$ cat src/rtl/dma_in_mem_bridge_if.sv
// dma_in_mem_bridge_if: dma_in write stream, core read port and SRAM port of the bridge.
interface dma_in_mem_bridge_if #(parameter int MEM_AW = 10);
  logic [31:0]       i0_addr;
  logic [31:0]       i0_data;
  logic              i0_valid;
  logic              i0_ready;
  logic              rd_req;
  logic [MEM_AW-1:0] rd_addr;
  logic              rd_gnt;
  logic [31:0]       rd_data;
  logic              rd_dvalid;
  logic              mem_en;
  logic              mem_we;
  logic [MEM_AW-1:0] mem_addr;
  logic [31:0]       mem_wdata;
  logic [31:0]       mem_rdata;
  modport master (
    output i0_addr, i0_data, i0_valid, rd_req, rd_addr, mem_rdata,
    input  i0_ready, rd_gnt, rd_data, rd_dvalid, mem_en, mem_we, mem_addr, mem_wdata
  );
  modport slave (
    input  i0_addr, i0_data, i0_valid, rd_req, rd_addr, mem_rdata,
    output i0_ready, rd_gnt, rd_data, rd_dvalid, mem_en, mem_we, mem_addr, mem_wdata
  );
endinterface

$ cat src/rtl/dma_in_mem_bridge.sv
// dma_in_mem_bridge: buffers dma_in writes in a FIFO and commits them to a shared
// single-port SRAM, arbitrating against core reads with a starvation bound.
module dma_in_mem_bridge #(
  parameter int          MEM_AW       = 10,
  parameter logic [31:0] BASE_ADDR    = 32'h0000_0000,
  parameter int          FIFO_DEPTH   = 4,
  parameter int          STARVE_LIMIT = 8
) (
  input  logic                clk,
  input  logic                rst_n,
  dma_in_mem_bridge_if.slave  bus,
  input  logic                drop_clr_i,
  output logic [15:0]         drop_cnt_o,
  output logic                drop_err_o,
  output logic [31:0]         wr_cnt_o,
  output logic                idle_o
);
  localparam int PW = $clog2(FIFO_DEPTH);
  localparam int SW = $clog2(STARVE_LIMIT + 1);
  typedef struct packed {
    logic [MEM_AW-1:0] addr;
    logic [31:0]       data;
  } ent_t;
  ent_t              fifo_q [FIFO_DEPTH];
  logic [PW-1:0]     wp_q, rp_q;
  logic [PW:0]       cnt_q, cnt_d;
  logic [SW-1:0]     starve_q, starve_d;
  logic              run_q;
  logic              mem_en_q, mem_we_q;
  logic [MEM_AW-1:0] mem_addr_q;
  logic [31:0]       mem_wdata_q;
  logic              dvalid_q;
  logic [31:0]       rd_data_q;
  logic [15:0]       drop_cnt_q, drop_cnt_d;
  logic              drop_err_q, drop_err_d;
  logic [31:0]       wr_cnt_q;
  logic [31:0]       off;
  logic              full, w, in_win, acc, push, drop, rgnt, wgnt;
  ent_t              head;
  assign off    = bus.i0_addr - BASE_ADDR;
  assign in_win = off[31:MEM_AW] == '0;
  assign full   = cnt_q == (PW+1)'(FIFO_DEPTH);
  assign w      = cnt_q != '0;
  assign acc    = bus.i0_valid && bus.i0_ready;
  assign push   = acc && in_win;
  assign drop   = acc && !in_win;
  assign head   = fifo_q[rp_q];
  // A pending write beats the read once it has starved long enough or the FIFO is full.
  assign rgnt   = run_q && bus.rd_req && !(w && (starve_q >= SW'(STARVE_LIMIT) || full));
  assign wgnt   = w && !rgnt;
  assign bus.i0_ready  = run_q && !full;
  assign bus.rd_gnt    = rgnt;
  assign bus.rd_dvalid = dvalid_q;
  assign bus.rd_data   = dvalid_q ? bus.mem_rdata : rd_data_q;
  assign bus.mem_en    = mem_en_q;
  assign bus.mem_we    = mem_we_q;
  assign bus.mem_addr  = mem_addr_q;
  assign bus.mem_wdata = mem_wdata_q;
  assign drop_cnt_o = drop_cnt_q;
  assign drop_err_o = drop_err_q;
  assign wr_cnt_o   = wr_cnt_q;
  assign idle_o     = !w && !mem_we_q;
  always_comb begin
    cnt_d      = cnt_q + (PW+1)'(push) - (PW+1)'(wgnt);
    starve_d   = (!w || wgnt) ? '0 : (rgnt && starve_q < SW'(STARVE_LIMIT)) ? starve_q + 1'b1 : starve_q;
    drop_cnt_d = drop_clr_i ? 16'(drop) : (drop && drop_cnt_q != 16'hFFFF) ? drop_cnt_q + 16'd1 : drop_cnt_q;
    drop_err_d = drop_clr_i ? drop : drop_err_q | drop;
  end
  always_ff @(posedge clk) if (push) fifo_q[wp_q] <= '{addr: off[MEM_AW-1:0], data: bus.i0_data};
  always_ff @(posedge clk or negedge rst_n) begin
    if (!rst_n) begin
      run_q       <= 1'b0;
      wp_q        <= '0;
      rp_q        <= '0;
      cnt_q       <= '0;
      starve_q    <= '0;
      mem_en_q    <= 1'b0;
      mem_we_q    <= 1'b0;
      mem_addr_q  <= '0;
      mem_wdata_q <= '0;
      dvalid_q    <= 1'b0;
      rd_data_q   <= '0;
      drop_cnt_q  <= '0;
      drop_err_q  <= 1'b0;
      wr_cnt_q    <= '0;
    end else begin
      run_q       <= 1'b1;
      wp_q        <= push ? wp_q + 1'b1 : wp_q;
      rp_q        <= wgnt ? rp_q + 1'b1 : rp_q;
      cnt_q       <= cnt_d;
      starve_q    <= starve_d;
      mem_en_q    <= rgnt || wgnt;
      mem_we_q    <= wgnt;
      mem_addr_q  <= wgnt ? head.addr : rgnt ? bus.rd_addr : mem_addr_q;
      mem_wdata_q <= wgnt ? head.data : mem_wdata_q;
      dvalid_q    <= mem_en_q && !mem_we_q;
      rd_data_q   <= dvalid_q ? bus.mem_rdata : rd_data_q;
      drop_cnt_q  <= drop_cnt_d;
      drop_err_q  <= drop_err_d;
      wr_cnt_q    <= wr_cnt_q + 32'(wgnt);
    end
  end
endmodule

$ cat src/flat_wrapper.sv
// flat-port wrapper written by rule: the top's interface ports become plain ports
module dma_in_mem_bridge_flat 
#(
  parameter int          MEM_AW       = 10,
  parameter logic [31:0] BASE_ADDR    = 32'h0000_0000,
  parameter int          FIFO_DEPTH   = 4,
  parameter int          STARVE_LIMIT = 8
)
  (clk, rst_n, drop_clr_i, drop_cnt_o, drop_err_o, wr_cnt_o, idle_o, bus_i0_addr, bus_i0_data, bus_i0_valid, bus_rd_req, bus_rd_addr, bus_mem_rdata, bus_i0_ready, bus_rd_gnt, bus_rd_data, bus_rd_dvalid, bus_mem_en, bus_mem_we, bus_mem_addr, bus_mem_wdata);
  dma_in_mem_bridge_if #(.MEM_AW(MEM_AW)) bus_i ();
  input  logic clk;
  input  logic rst_n;
  input  logic drop_clr_i;
  output logic [15:0] drop_cnt_o;
  output logic drop_err_o;
  output logic [31:0] wr_cnt_o;
  output logic idle_o;
  input wire logic [$bits(bus_i.i0_addr)-1:0] bus_i0_addr;
  input wire logic [$bits(bus_i.i0_data)-1:0] bus_i0_data;
  input wire logic [$bits(bus_i.i0_valid)-1:0] bus_i0_valid;
  input wire logic [$bits(bus_i.rd_req)-1:0] bus_rd_req;
  input wire logic [$bits(bus_i.rd_addr)-1:0] bus_rd_addr;
  input wire logic [$bits(bus_i.mem_rdata)-1:0] bus_mem_rdata;
  output wire logic [$bits(bus_i.i0_ready)-1:0] bus_i0_ready;
  output wire logic [$bits(bus_i.rd_gnt)-1:0] bus_rd_gnt;
  output wire logic [$bits(bus_i.rd_data)-1:0] bus_rd_data;
  output wire logic [$bits(bus_i.rd_dvalid)-1:0] bus_rd_dvalid;
  output wire logic [$bits(bus_i.mem_en)-1:0] bus_mem_en;
  output wire logic [$bits(bus_i.mem_we)-1:0] bus_mem_we;
  output wire logic [$bits(bus_i.mem_addr)-1:0] bus_mem_addr;
  output wire logic [$bits(bus_i.mem_wdata)-1:0] bus_mem_wdata;
  assign bus_i.i0_addr = bus_i0_addr;
  assign bus_i.i0_data = bus_i0_data;
  assign bus_i.i0_valid = bus_i0_valid;
  assign bus_i.rd_req = bus_rd_req;
  assign bus_i.rd_addr = bus_rd_addr;
  assign bus_i.mem_rdata = bus_mem_rdata;
  assign bus_i0_ready = bus_i.i0_ready;
  assign bus_rd_gnt = bus_i.rd_gnt;
  assign bus_rd_data = bus_i.rd_data;
  assign bus_rd_dvalid = bus_i.rd_dvalid;
  assign bus_mem_en = bus_i.mem_en;
  assign bus_mem_we = bus_i.mem_we;
  assign bus_mem_addr = bus_i.mem_addr;
  assign bus_mem_wdata = bus_i.mem_wdata;
  dma_in_mem_bridge #(.MEM_AW(MEM_AW), .BASE_ADDR(BASE_ADDR), .FIFO_DEPTH(FIFO_DEPTH), .STARVE_LIMIT(STARVE_LIMIT)) u_core (.clk(clk), .rst_n(rst_n), .bus(bus_i), .drop_clr_i(drop_clr_i), .drop_cnt_o(drop_cnt_o), .drop_err_o(drop_err_o), .wr_cnt_o(wr_cnt_o), .idle_o(idle_o));
endmodule
$ cat config.mk
export PLATFORM = sky130hd
export DESIGN_NAME = dma_in_mem_bridge_flat
export DESIGN_NICKNAME = d
export VERILOG_FILES = /design/src/rtl/dma_in_mem_bridge_if.sv /design/src/rtl/dma_in_mem_bridge.sv /design/src/flat_wrapper.sv
export SDC_FILE = /design/constraint.sdc
export NUM_CORES = 1
export LEC_CHECK = 0
export CORE_MARGIN = 5
export CORE_UTILIZATION = 45
export DETAILED_ROUTE_END_ITERATION = 12
export GPL_ROUTABILITY_DRIVEN = 0
export PLACE_DENSITY = 0.71
export SYNTH_ARGS = -nofsm -noshare
export SYNTH_HDL_FRONTEND = slang
export SYNTH_SLANG_ARGS = --single-unit
$ cat constraint.sdc
create_clock -name clk -period 4.15 [get_ports clk]
set_input_delay 0.83 -clock clk [delete_from_list [all_inputs] [get_ports clk]]
set_output_delay 0.83 -clock clk [all_outputs]
set_load 0.1 [all_outputs]
Yosys cells after proc, flatten, opt, wreduce, memory -nomap -nowiden
Memory sizes are Yosys's and may differ from the RTL's.
Cells that the tools add are included.
Storage, ports and cells
  register bits after elaboration: 138
  memory bits (writable): 168
  input bits: 111
  output and inout port bits: 129
  logic and storage cells: 63
  memories: 1
Memories
  u_core.fifo_q: depth 4, width 42, read ports 1, clocked after memory_dff 0, write ports 1, line dma_in_mem_bridge.sv:24  | ent_t fifo_q [FIFO_DEPTH];
Cells by class
  add/sub/neg operators: 7
  $lt $le $gt $ge: 2
  eq/ne operators: 2
  mux-type cells: 10
  bitwise gates (word level): 1
  reduce and logical (&&, ||, !) cells: 26
Operators with widths (number)
  32-bit by 1-bit adder with 32-bit output: 1
  16-bit 2-to-1 mux: 2
  32-bit 2-to-1 mux: 1
  22-bit logical NOT: 1
  10-bit 2-to-1 mux: 2
  16-bit by 1-bit adder with 16-bit output, second input constant: 1
  16-bit inequality test, second input constant: 1
  1-bit logical AND: 12
  4-bit 2-to-1 mux: 2
  1-bit logical NOT: 6
  2-bit nonzero test: 3
  2-bit by 1-bit adder with 2-bit output, second input constant: 2
  4-bit by 1-bit adder with 4-bit output, second input constant: 1
  4-bit greater-or-equal comparator, second input constant: 1
  4-bit less-than comparator, second input constant: 1
  3-bit by 1-bit adder with 3-bit output: 1
  3-bit equality test, second input constant: 1
  1-bit logical OR: 3
  1-bit 2-to-1 mux: 3
  3-bit nonzero test: 1
  3-bit by 1-bit subtractor with 3-bit output: 1
  1-bit OR: 1

Depth between registers and ports, before layout
  depth after elaboration: 9
  mapped depth: 12
  gate-level depth less buffers: 11

Worst setup path after synthesis
No wires, ideal clock.
  kind: input to register
  start: in bus_rd_req
  end: reg u_core.cnt_q[2]
  arrival time: 3226 ps
  required time: 4027 ps
  slack: 801 ps
  cell stages on the path: 8
  path through: nand2_1 -> nor2_1 -> a21o_1 -> ha_1 -> inv_1 -> fa_1 -> xnor2_1 -> xnor2_1
Between the ends
  word-level cells in the longest chain between the ends: 5
RTL lines
  from (decl): line flat_wrapper.sv:21  | input wire logic [$bits(bus_i.rd_req)-1:0] bus_rd_req;
  1-bit logical AND (2 in a row): line dma_in_mem_bridge.sv:49  | assign rgnt = run_q && bus.rd_req && !(w && (starve_q >= SW'(STARVE_LIMIT) || full));
  named net bus_rd_gnt: line flat_wrapper.sv:25  | output wire logic [$bits(bus_i.rd_gnt)-1:0] bus_rd_gnt;
  1-bit logical NOT: line dma_in_mem_bridge.sv:50  | assign wgnt = w && !rgnt;
  1-bit logical AND: line dma_in_mem_bridge.sv:50
  3-bit by 1-bit subtractor with 3-bit output: line dma_in_mem_bridge.sv:64  | cnt_d = cnt_q + (PW+1)'(push) - (PW+1)'(wgnt);
  named net u_core.cnt_d[2]: line dma_in_mem_bridge.sv:26  | logic [PW:0] cnt_q, cnt_d;
  to (signal assigned): line dma_in_mem_bridge.sv:90  | cnt_q <= cnt_d;
  to (decl): line dma_in_mem_bridge.sv:26
The timed path passes the listed nets, and every way through them passes these cells.
A chain may end at the register's enable or synchronous reset.

Final worst setup path
  start: reg u_core.cnt_q[1]
  end: out bus_i0_ready
Between the ends
  word-level cells in the longest chain between the ends: 3
RTL lines
  3-bit equality test: line dma_in_mem_bridge.sv:42  | assign full = cnt_q == (PW+1)'(FIFO_DEPTH);
  1-bit logical NOT: line dma_in_mem_bridge.sv:51  | assign bus.i0_ready = run_q && !full;
  1-bit logical AND: line dma_in_mem_bridge.sv:51
  to (decl): line flat_wrapper.sv:24  | output wire logic [$bits(bus_i.i0_ready)-1:0] bus_i0_ready;
Every way passes these cells.

==> impl_metrics.env <==
export IMPL_grt_pass1_wl_um=39600
export IMPL_drc=0
export IMPL_antenna_found_initial=2
export IMPL_synthCells=679
export IMPL_core_area_sq_um=26000
export IMPL_vias=6679
export IMPL_cp_num_cells=4
export IMPL_finalNetCount=1062
export IMPL_seq_area_sq_um=8500
export IMPL_cts_root_buffer="clkbuf_16"
export IMPL_path_max_fanout=5
export IMPL_setup_violations=0
export IMPL_avgRoutedWirePerCell_um=19.9
export IMPL_tritoncts="built"
export IMPL_rows=59
export IMPL_start_util_pct=45.6
export IMPL_maxSlewHeadroom_pct=27.1
export IMPL_synth_cell_types=42
export IMPL_multi_input_area_sq_um=3200
export IMPL_place_area_sq_um=14600
export IMPL_cts_sinks=306
export IMPL_synth_cell_area_sq_um=11800
export IMPL_cts_resized_gates=0
export IMPL_ff2ff_setup_slack_ps=1370
export IMPL_grt_pass1_vias=7073
export IMPL_timing_final_crit_share_pct=78.7
export IMPL_cp_required_ps=3320
export IMPL_cp_endpoint="bus_i0_ready"
export IMPL_yosys_warnings=0
export IMPL_criticalPathCategory="register to primary output"
export IMPL_crit_family="buffers and inverters"
export IMPL_grt_overflow_total=0
export IMPL_yosysMostFrequentCell="edfxtp_1"
export IMPL_portBuffers=239
export IMPL_r2r_cells=11
export IMPL_hold_class="input port to async pin"
export IMPL_ys_seq_elements=306
export IMPL_synth_flop_cell="edfxtp_1"
export IMPL_ant_nets=0
export IMPL_post_cts_buffers=0
export IMPL_area_delta_synth_final_pct=32.3
export IMPL_drt_initial_drc_count=314
export IMPL_htree_num_levels=2
export IMPL_clockBufferDepth=3
export IMPL_crit_chain="nor2_1 > nand2_1 > and2_1 > clkdlybuf4s50_1"
export IMPL_clk_pin_slew_ps=50
export IMPL_drt_vias_per_instance=5.13
export IMPL_drv_slew=0
export IMPL_fin_worst_skew_ps=16.0
export IMPL_grt_use_total_pct=17.2
export IMPL_drtPass1Iterations=4
export IMPL_yosysTopAreaCell="edfxtp_1"
export IMPL_synth_top_cell_area_share_pct=42.6
export IMPL_nFillCells=1972
export IMPL_grt_max_degree=89
export IMPL_leakage_nw=5.81
export IMPL_die_w_um=172
export IMPL_period_needed_ps=3270
export IMPL_numCtsBuffers=34
export IMPL_io_pins=240
export IMPL_crit_arrival_ps=2440
export IMPL_dieArea_sq_um=29700
export IMPL_cpMaxStageDelayCell="clkdlybuf4s50_1"
export IMPL_synth_common_cells="edfxtp_1 (168), dfrtp_1 (138), mux2_2 (64)"
export IMPL_r2r_end="u_core.cnt_q[2]"
export IMPL_r2r_start="u_core.run_q"
export IMPL_utilization_pct=60.3
export IMPL_synth_edf_count=168
export IMPL_synth_area_top_cells="edfxtp_1 (43%), dfrtp_1 (29%), mux4_2 (8.0%)"
export IMPL_async_flop_share_pct=45.1
export IMPL_fmaxAchievable_mhz=306
export IMPL_critical_path_max_stage_delay_ps=1130
export IMPL_die_h_um=172
export IMPL_status="complete, no violations"
export IMPL_start_kind="register"
export IMPL_path_buf_inv=1
export IMPL_max_cap_violations=0
export IMPL_ir_drop_v=0.000882
export IMPL_timing_final_hold_violations=0
export IMPL_ys_seq_area_share_pct=71.8
export IMPL_powerDensity_nw_per_um2=823
export IMPL_stdcell_area_sq_um=15700
export IMPL_syn_nets=801
export IMPL_finalPower_mw=12.9
export IMPL_grt_setup_unrepaired="false"
export IMPL_setup_tns_ps=0
export IMPL_ctsHoldBuffers=0
export IMPL_endpoint_kind="primary output"
export IMPL_dp_hpwl_um=17300
export IMPL_critPathLaunch="u_core.cnt_q[1]"
export IMPL_routed_wl_um=25900
export IMPL_avgSynthCellArea_sq_um=17.4
export IMPL_clk_latency_ps=500
export IMPL_drive_gt1_share_pct=22.1
export IMPL_worst_pin_slew_ps=1090
placed cells by master (no fill, tap or decap), types with 3 or more instances in the layout:
master and n:
nor2b_1 4, inv_1 10, and2_2 4, clkinv_2 3
edfxtp_1 168, clkinv_1 4, mux2_2 64, clkdlybuf4s50_1 203
nor2_1 26, clkbuf_8 4, mux4_2 42, xnor2_1 42
mux2i_1 10, buf_4 45, nand2_1 33, and4_1 4
dfrtp_1 136, nor3_1 8, o21ai_0 15, a21oi_1 3
nand4_1 8, nor4_1 7, nand3_1 17, and3_1 10
clkbuf_1 10, xor2_1 6, clkbuf_16 35, ha_1 10
area by class of cell:
| class | instances | share of cell area (%) |
|---|---|---|
| clock buffers | 49 | 6.18 |
| inverters | 10 | 0.240 |
| well taps | 335 | 2.68 |
| flip-flops and latches | 306 | 54.3 |
| clock inverters | 12 | 0.727 |
| multi-input cells | 337 | 20.4 |
| repair buffers | 251 | 15.5 |
| diodes | 1 | 0.0160 |
kinds of logic (layout without fill, tap and decap cells):
| group | count (synthesis) | count (layout) | synth area share (%) |
|---|---|---|---|
| buf+inv | 36 | 322 | 1.31 |
| compound gates | 25 | 25 | 1.24 |
| mux | 116 | 116 | 14.9 |
| flops | 306 | 306 | 71.8 |
| xor+xnor | 48 | 48 | 3.55 |
| fa+ha+maj | 11 | 11 | 1.23 |
| other cells | 1 | 2 | 0.0317 |
| simple gates | 136 | 136 | 5.96 |
power breakdown:
part           leakage [nW]  internal, mW  switching, mW
clock network         0.523          1.75           1.14
logic                  2.07          1.64           4.24
registers              3.22          3.68          0.437
how the worst min path moves through the flow:
| stage | from | to | slack, ps | cells after the start |
|---|---|---|---|---|
| detailed placement | u_core.wr_cnt_o[31] | u_core.wr_cnt_o[31] | 470 | 1 |
| CTS | rst_n | u_core.bus.mem_addr[0] | 470 | 1 |
| floorplan | u_core.starve_q[0] | u_core.starve_q[0] | 450 | 1 |
| finish | rst_n | u_core.wr_cnt_o[31] | 410 | 1 |
| global placement | u_core.wr_cnt_o[31] | u_core.wr_cnt_o[31] | 460 | 1 |
| global route | rst_n | u_core.wr_cnt_o[31] | 480 | 1 |
sequential cells by signal, summed over array words and instances, names as in the netlist:
register,count
u_core.drop_err_o,1
u_core.wr_cnt_o,32
u_core.rp_q,2
u_core.run_q,1
u_core.bus.mem_addr,10
u_core.starve_q,4
u_core.fifo_q,168
u_core.bus.mem_wdata,32
u_core.drop_cnt_o,16
u_core.wp_q,2
u_core.rd_data_q,32
u_core.bus.mem_en,1
u_core.bus.rd_dvalid,1
u_core.bus.mem_we,1
u_core.cnt_q,3
through the flow:
| stage | worst slack (ps) | instances | hold WS [ps] |
|---|---|---|---|
| floorplan | 801 | 679 | 454 |
| global placement | 512 | 1239 | 464 |
| detailed placement | 474 | 1239 | 468 |
| CTS | 848 | 1300 | 471 |
| global route | 737 | 1300 | 483 |
| finish | 884 | 1301 | 412 |
worst register-to-register path, stage by stage, from the launching register on:
cell     delay (ps)
dfrtp_1         450
nand2_1         100
or3_1           440
nand2_2         100
buf_4           580
nor2_1          170
a21o_1          200
ha_1            170
inv_1            60
fa_1            180
xnor2_1         130
xnor2_1         140
metal layers:
layer  up-vias  wire, um  global-route usage (%)
li1       3069         -                       -
met1      3331     10600                    22.4
met2       237     12400                    28.7
met3        38      2530                    5.53
met4         4       385                    3.86
met5         -        34                       0
Power figures use the tool's default switching activity.
